===== config.mk =====
export PLATFORM = sky130hd
export DESIGN_NAME = regfile_scoreboard
export DESIGN_NICKNAME = d
export VERILOG_FILES = /design/src/rtl/regfile_scoreboard.sv
export SDC_FILE = /design/constraint.sdc
export NUM_CORES = 1
export LEC_CHECK = 0
export CORE_MARGIN = 4
export CORE_UTILIZATION = 40
export CTS_CLUSTER_SIZE = 12
export DETAILED_ROUTE_END_ITERATION = 10
export DONT_BUFFER_PORTS = 1
export GPL_ROUTABILITY_DRIVEN = 1
export PLACE_DENSITY = 0.5
export SETUP_SLACK_MARGIN = 0.15
export SYNTH_ARGS = -nofsm -noshare
export SYNTH_HDL_FRONTEND = slang
export SYNTH_SLANG_ARGS = --single-unit

===== constraint.sdc =====
create_clock -name clk -period 3.4 [get_ports clk]
set_clock_uncertainty 0.05 [all_clocks]
set_input_delay 0.51 -clock clk [delete_from_list [all_inputs] [get_ports clk]]
set_output_delay 0.51 -clock clk [all_outputs]
set_load 0.05 [all_outputs]

===== src/rtl/regfile_scoreboard.sv =====
// Parametrised register file with init sweep, ready flag, per-register busy scoreboard and debug tap.
// Optional same-cycle write-to-read bypass is compiled in with RF_WRITE_BYPASS_EN.

module regfile_scoreboard_entry #(
    parameter int DATA_W = 16
) (
    input  logic              clk,
    input  logic              rst,
    input  logic              init_we,
    input  logic [DATA_W-1:0] init_val,
    input  logic              wr_en,
    input  logic [DATA_W-1:0] wd,
    input  logic              set,
    input  logic              clr,
    output logic [DATA_W-1:0] data,
    output logic              busy
);

    // Storage is not reset; the init sweep gives every entry a defined value.
    always_ff @(posedge clk) begin
        if (init_we)
            data <= init_val;
        else if (wr_en)
            data <= wd;
    end

    // A new producer supersedes the writeback landing in the same cycle.
    always_ff @(posedge clk) begin
        if (rst)
            busy <= 1'b0;
        else if (set)
            busy <= 1'b1;
        else if (clr)
            busy <= 1'b0;
    end

endmodule

module regfile_scoreboard #(
    parameter int DATA_W    = 16,
    parameter int ADDR_W    = 3,
    parameter int INIT_MODE = 1
) (
    input  logic              clk,
    input  logic              rst,
    output logic              ready,
    input  logic [ADDR_W-1:0] rs1_addr,
    input  logic [ADDR_W-1:0] rs2_addr,
    output logic [DATA_W-1:0] rs1_data,
    output logic [DATA_W-1:0] rs2_data,
    output logic              rs1_busy,
    output logic              rs2_busy,
    input  logic              we,
    input  logic [ADDR_W-1:0] wa,
    input  logic [DATA_W-1:0] wd,
    input  logic              issue_en,
    input  logic [ADDR_W-1:0] issue_addr,
    input  logic [ADDR_W-1:0] dbg_sel,
    output logic [DATA_W-1:0] dbg_data
);

    localparam int              DEPTH = 1 << ADDR_W;
    localparam logic [ADDR_W:0] LAST  = (ADDR_W+1)'(DEPTH - 1);

    typedef enum logic {S_INIT, S_RUN} state_t;

    state_t                       state_q, state_d;
    logic [ADDR_W:0]              cnt_q, cnt_d;
    logic                         run;
    logic [DEPTH-1:0][DATA_W-1:0] mem;
    logic [DEPTH-1:0]             busy;

    always_ff @(posedge clk) begin
        if (rst) begin
            state_q <= S_INIT;
            cnt_q   <= '0;
        end else begin
            state_q <= state_d;
            cnt_q   <= cnt_d;
        end
    end

    always_comb begin
        state_d = state_q;
        cnt_d   = cnt_q;
        if (state_q == S_INIT) begin
            cnt_d = cnt_q + 1'b1;
            if (cnt_q == LAST)
                state_d = S_RUN;
        end
    end

    assign run = (state_q == S_RUN);

    for (genvar i = 0; i < DEPTH; i++) begin : g_reg
        if (i == 0) begin : g_zero
            assign mem[i]  = '0;
            assign busy[i] = 1'b0;
        end else begin : g_entry
            localparam logic [DATA_W-1:0] INIT_VAL = (INIT_MODE != 0) ? DATA_W'(i) : '0;
            logic init_we, wr_en, set;

            assign init_we = !rst && !run && (cnt_q[ADDR_W-1:0] == ADDR_W'(i));
            assign wr_en   = !rst && run && we && (wa == ADDR_W'(i));
            assign set     = run && issue_en && (issue_addr == ADDR_W'(i));

            regfile_scoreboard_entry #(.DATA_W(DATA_W)) u_entry (
                .clk      (clk),
                .rst      (rst),
                .init_we  (init_we),
                .init_val (INIT_VAL),
                .wr_en    (wr_en),
                .wd       (wd),
                .set      (set),
                .clr      (wr_en),
                .data     (mem[i]),
                .busy     (busy[i])
            );
        end
    end

    assign ready = run;

    always_comb begin
        rs1_data = '0;
        rs2_data = '0;
        rs1_busy = 1'b0;
        rs2_busy = 1'b0;
        dbg_data = '0;
        if (run) begin
            rs1_data = mem[rs1_addr];
            rs2_data = mem[rs2_addr];
            rs1_busy = busy[rs1_addr];
            rs2_busy = busy[rs2_addr];
            dbg_data = mem[dbg_sel];
`ifdef RF_WRITE_BYPASS_EN
            // Forward the in-flight write; dbg_data stays a pure storage tap.
            if (we && (wa != '0) && (wa == rs1_addr)) begin
                rs1_data = wd;
                rs1_busy = issue_en && (issue_addr == wa);
            end
            if (we && (wa != '0) && (wa == rs2_addr)) begin
                rs2_data = wd;
                rs2_busy = issue_en && (issue_addr == wa);
            end
`endif
        end
    end

endmodule

==> results of run 1 <==
-- logic make-up (layout without fill, tap and decap cells) --
kind of cell    Yosys count  in the layout
buf+inv                 114            118
flops                   124            124
xor+xnor                  3              3
simple gates            288            288
fa+ha+maj                 5              5
compound gates          232            232
mux                     151            151
-- sequential cells by signal, indices dropped and copies added, names as in the netlist --
register	count
cnt_q	4
g.g_entry.u_entry.busy	7
g.g_entry.u_entry.data	112
ready	1
-- per-layer routing --
metal / vias to the layer above / track usage / wire, um / part of all wire
met2: 452 / 0.440 / 14600 / 0.45
li1: 3412 / - / - / -
met3: 89 / 0.0738 / 3070 / 0.095
met1: 3787 / 0.380 / 13500 / 0.42
met5: - / 0 / 0 / 0
met4: 0 / 0.120 / 1090 / 0.034
-- cells in the mapped netlist (all sizes together), types with 2 or more instances --
library cell	count
a21oi	12
a221oi	100
and2	27
and3b	3
buf	72
clkbuf	33
dfxtp	124
ha	5
inv	9
mux2	50
mux2i	101
nand2	101
nand2b	3
nand3	97
nand3b	4
nand4	4
nand4b	2
nand4bb	5
nor2	11
nor2b	9
nor3	12
o21ai	113
o32ai	6
or3b	2
or4b	3
xnor2	2
-- worst max-delay path, cell delays in order, from the launching register on --
cell	delay, ns
dfxtp_2	0.50
and2_1	0.74
buf_4	0.25
a221oi_1	0.07
a221oi_1	0.23
buf_4	0.25
-- power breakdown --
group	leakage [nW]	switching (mW)	internal (mW)
combinational	2.07	0.198	0.134
sequential	1.00	0.0676	1.52
clock	0.297	0.714	1.27
-- worst min path at each step --
stage,endpoint,depth (start not counted),start,slack [ns]
5_1_grt,cnt_q[3],1,rst,0.09
3_3_place_gp,g_reg[4].g_entry.u_entry.data[12],2,g_reg[4].g_entry.u_entry.data[12],0.38
6_report,cnt_q[1],1,rst,0.11
3_5_place_dp,g_reg[4].g_entry.u_entry.data[6],2,g_reg[4].g_entry.u_entry.data[6],0.39
4_1_cts,cnt_q[1],1,rst,0.1
2_1_floorplan,g_reg[4].g_entry.u_entry.data[0],2,g_reg[4].g_entry.u_entry.data[0],0.37
-- cell type report --
class,instances,share of cell area
clock buffer,22,0.0508
clock inverter,10,0.0177
inverter,9,0.00370
multi-input combinational,679,0.557
sequential,124,0.272
tap,265,0.0363
timing repair buffer,77,0.0632
-- stage by stage --
step | util | setup slack, ns | instance area [um2] | instances
2_1_floorplan | - | 0.177 | 7950 | 917
6_report | 0.468 | 0.366 | 9140 | 1186
3_5_place_dp | 0.436 | 0.847 | 8520 | 1154
3_3_place_gp | 0.436 | 0.860 | 8520 | 1154
4_1_cts | 0.468 | 0.393 | 9140 | 1186
5_1_grt | 0.468 | 0.211 | 9140 | 1186
==> metrics, run 1 <==
power per cell area 427 nW/um2; CTS hold repair buffers 0; Seq/Total Area, Yosys 0.312; worst setup path endpoint rs1_data[14]; IO Pins 86; Initial Utilization 0.407; die area 22,200 um2; # diodes 0; peak supply drop 0.301 mV; simple logic cell fraction of the synthesized area 0.189; PortBufs 0; syn_area_per_cell 8.67 um2; pin count of the biggest net entering global routing 53; Reg2Reg Depth 4; Routed Antenna Nets 0; Ys Warns 0; DRC 0; Worst-Margin Slew 1.16 ns; highest clock rate 330 MHz; Pins Over Slew Limit 0; setup TNS 0 ns; CP max FO 17; Synth Net Count 957; routability congestion estimate 0.871; Reg2Reg Capture Point g_reg[3].g_entry.u_entry.data[14]; Post-synth EDFFs 0; wire per inst 27.2 um; die height 149 um; max-slew headroom at the worst pin 0.230; Cell Area, Synth 7950 um2; clock tree from TritonCTS built; adder-cell share of the synthesized area 0.00787; Initial DRC Count 762; minimum clock period 3.03 ns; launch point of the worst path ready; Post-synth top flop dfxtp_1; startpoint type of the worst setup path register; compound-gate portion of the synthesized area 0.213; via count 7,740; status finished clean; wirelength, routed 32,300 um; std cell rows 51; crit share post-route 0.892; # setup viols final 0; Synth Area in XOR/XNOR 0.00330; root buf cell clkbuf_16; global-route wire length before repair 47,900 um; postcts setup bufs 0; Max Cap Violations 0; critical path class reg2out; Synth top area share 0.312; TritonCTS Buffers 17; Clock transition at path regs 0.06 ns; Post-DP HPWL 19,800 um; GRT overflow 0; largest family of logic cells by synthesized area compound AO/OA/AOI/OAI gates; core area 19,500 um2; Lkg Pwr 3.38 nW; Critical Path RT 2.84 ns; CTS HTree Levels 4; total power 3.90 mW; multi-input logic area 5090 um2; register bit count reported by yosys 124; Post-Syn Instances 917; drt pass-1 iters 5; Reg area 2480 um2; Min-Delay Path Class in2reg; clock sinks 124; Post-synth ARST share 0; post-synthesis mux area share 0.198; Critical Path End Type output port; Arr. time, crit path 2.47 ns; die span in x 149 um; Hold Fails Final Rpt 0; clock latency at the later pin of the worst-skew pair 0.42 ns; post-CTS sizing 0; commonest non-fill, non-tap cells in the layout dfxtp_1, mux2i_1, nand2_1; initial antenna violation count 1; hold slack 0.111 ns; layout cell share with drive strength beyond 1 0.246; via/cell ratio 6.53; reg2reg setup slack 0.99 ns; Layout area overhead 14.9%; largest area contributor in the synthesized netlist dfxtp_1; fillers 1,908; count of unique library cells instantiated by Yosys 43; unrepaired setup endpoints after global routing no; most common cell after layout, fill and taps aside dfxtp_1; Synth area leaders dfxtp_1, mux2i_1, a221oi_1; vias in the first global route 7,637; worst reg2reg path startpoint ready; GRT Total Usage 0.285; Final #Nets 948; CTS max path bufs 2
No activity file was read; power rests on OpenSTA's default activity.
==> run 2: changes to the inputs <==
--- a/config.mk
+++ b/config.mk
@@ -9,9 +9,8 @@
 export CORE_UTILIZATION = 40
 export CTS_CLUSTER_SIZE = 12
 export DETAILED_ROUTE_END_ITERATION = 10
-export DONT_BUFFER_PORTS = 1
 export GPL_ROUTABILITY_DRIVEN = 1
-export PLACE_DENSITY = 0.5
+export RECOVER_POWER = 100
 export SETUP_SLACK_MARGIN = 0.15
 export SYNTH_ARGS = -nofsm -noshare
 export SYNTH_HDL_FRONTEND = slang
==> metrics, run 2 (synthesized netlist as in run 1, its figures left out) <==
IO Pins 86 (unchanged); Max Cap Violations 0 (unchanged); post-CTS sizing 0 (unchanged); GRT overflow 0 (unchanged); PortBufs 85 (+85); setup TNS 0 ns (unchanged); dpl cells 1,212 (+5.0%); Hold Fails Final Rpt 0 (unchanged); Critical Path RT 2.84 ns (about the same); Final #Nets 1,006 (+6.1%); commonest non-fill, non-tap cells in the layout dfxtp_1, o21ai_0, mux2i_1, nand2_1, nand3_1; # diodes 0 (unchanged); most common cell after layout, fill and taps aside dfxtp_1; wirelength, routed 30,000 um (-6.9%); Worst-Margin Slew 1.14 ns (-0.0190 ns); routability congestion estimate 0.906 (+4.0%); # setup viols final 0 (unchanged); largest registers g.g_entry.u_entry.data x112, g.g_entry.u_entry.busy x7, cnt_q x4; global-route wire length before repair 45,700 um (-4.7%); max reg flops 112 (unchanged); Seq pwr share 0.416 (+0.008); TritonCTS Buffers 17 (unchanged); clock tree from TritonCTS built; root buf cell clkbuf_16; clock sinks 124 (unchanged); wire per inst 24.1 um (-11%); postcts setup bufs 0 (unchanged); pre-CTS setup slack 0.282 ns (-0.564 ns); DRC 0 (unchanged); CTS hold repair buffers 0 (unchanged); crit share post-route 0.966 (+0.0737); clock latency at the later pin of the worst-skew pair 0.43 ns (about the same); combinational share of power 0.117 (+0.032); Finished Layout Cells 1,243 (+4.8%); unrepaired setup endpoints after global routing no; pin count of the biggest net entering global routing 52 (-1.9%); max-slew headroom at the worst pin 0.243 (+0.0127); startpoint type of the worst setup path input pin; die span in x 149 um (unchanged); highest clock rate 304 MHz (-7.6%); Clock transition at path regs 0.06 ns (about the same); Post-DP HPWL 19,600 um (-1.2%); Pins Over Slew Limit 0 (unchanged); Critical Path End Type output port; Net Sw Frac 0.270 (+0.0188); drt pass-1 iters 9 (+4); status finished clean; peak supply drop 0.317 mV (+5.4%); Lkg Pwr 3.51 nW (+3.9%); critical path class in2out; die area 22,200 um2 (unchanged); GRT Total Usage 0.269 (-0.0163); Final WS setup 0.116 ns (-0.251 ns); CTS HTree Levels 4 (unchanged); Min-Delay Path Class reg2reg; Clk pwr share 0.467 (-0.040); Reg with most FFs g.g_entry.u_entry.data; Initial Utilization 0.407 (unchanged); initial antenna violation count 0 (-1); power per cell area 392 nW/um2 (-8.3%); Arr. time, crit path 2.72 ns (+0.25 ns); std cell rows 51 (unchanged); Routed Antenna Nets 0 (unchanged); CP max FO 10 (-7); CTS max path bufs 2 (unchanged); Initial DRC Count 909 (+19%); via/cell ratio 6.32 (-3.1%); via count 7,858 (+1.5%); internal power 2.79 mW (-4.6%); minimum clock period 3.28 ns (+0.251 ns); layout cell share with drive strength beyond 1 0.196 (-0.0502); vias in the first global route 7,601 (-0.47%); Layout area overhead 22.6%; net switching power 1.03 mW (+5.2%); die height 149 um (unchanged); core area 19,500 um2 (unchanged)
run 2: cell type report:
| class | instances | area, um2 |
|---|---|---|
| fill | 1912 | 9770 |
| multi-input combinational | 679 | 4840 |
| sequential | 124 | 2480 |
| timing repair buffer | 135 | 1490 |
| clock buffer | 20 | 447 |
| tap | 265 | 332 |
| clock inverter | 11 | 121 |
| inverter | 9 | 33.8 |
run 2: power groups by stage:
stage,combinational (mW),sequential [mW],clock [mW]
floorplan,0.289,1.60,0
global placement,0.439,1.62,0
detailed placement,0.442,1.62,0
CTS,0.442,1.59,1.79
global route,0.476,1.60,1.87
finish,0.445,1.59,1.78
run 2: path summary, 6_finish.rpt:
kind                                           from                                end  slack [ns]  cells past startpoint
setup / recovery                         dbg_sel[1]                        dbg_data[1]        0.12                      5
hold / removal    g_reg[4].g_entry.u_entry.data[12]  g_reg[4].g_entry.u_entry.data[12]        0.39                      2
setup reg to reg                              ready  g_reg[7].g_entry.u_entry.data[15]        0.55                      5
hold reg to reg   g_reg[4].g_entry.u_entry.data[12]  g_reg[4].g_entry.u_entry.data[12]        0.39                      2
run 2: per-layer routing:
metal	vias up	global-route usage	wire length, um
met5	-	0	0
met4	0	0.0870	801
met3	74	0.0602	2810
met2	467	0.415	13400
met1	3793	0.374	13000
li1	3524	-	-
run 2: critical path, stage by stage:
cell and delay, ns:
dlygate4sd3_1 0.61, nor2b_1 0.61, clkbuf_2 0.49, a221oi_1 0.17, clkbuf_1 0.32
run 2: stage by stage:
stage               hold slack [ns]  area [um2]  utilization  total power [mW]
global placement              0.381        9460        0.484              2.05
detailed placement            0.388        9460        0.484              2.06
CTS                           0.396       10000        0.513              3.82
floorplan                     0.374        7950            -              1.89
finish                        0.394        9750        0.499              3.82
global route                  0.414        9750        0.499              3.94
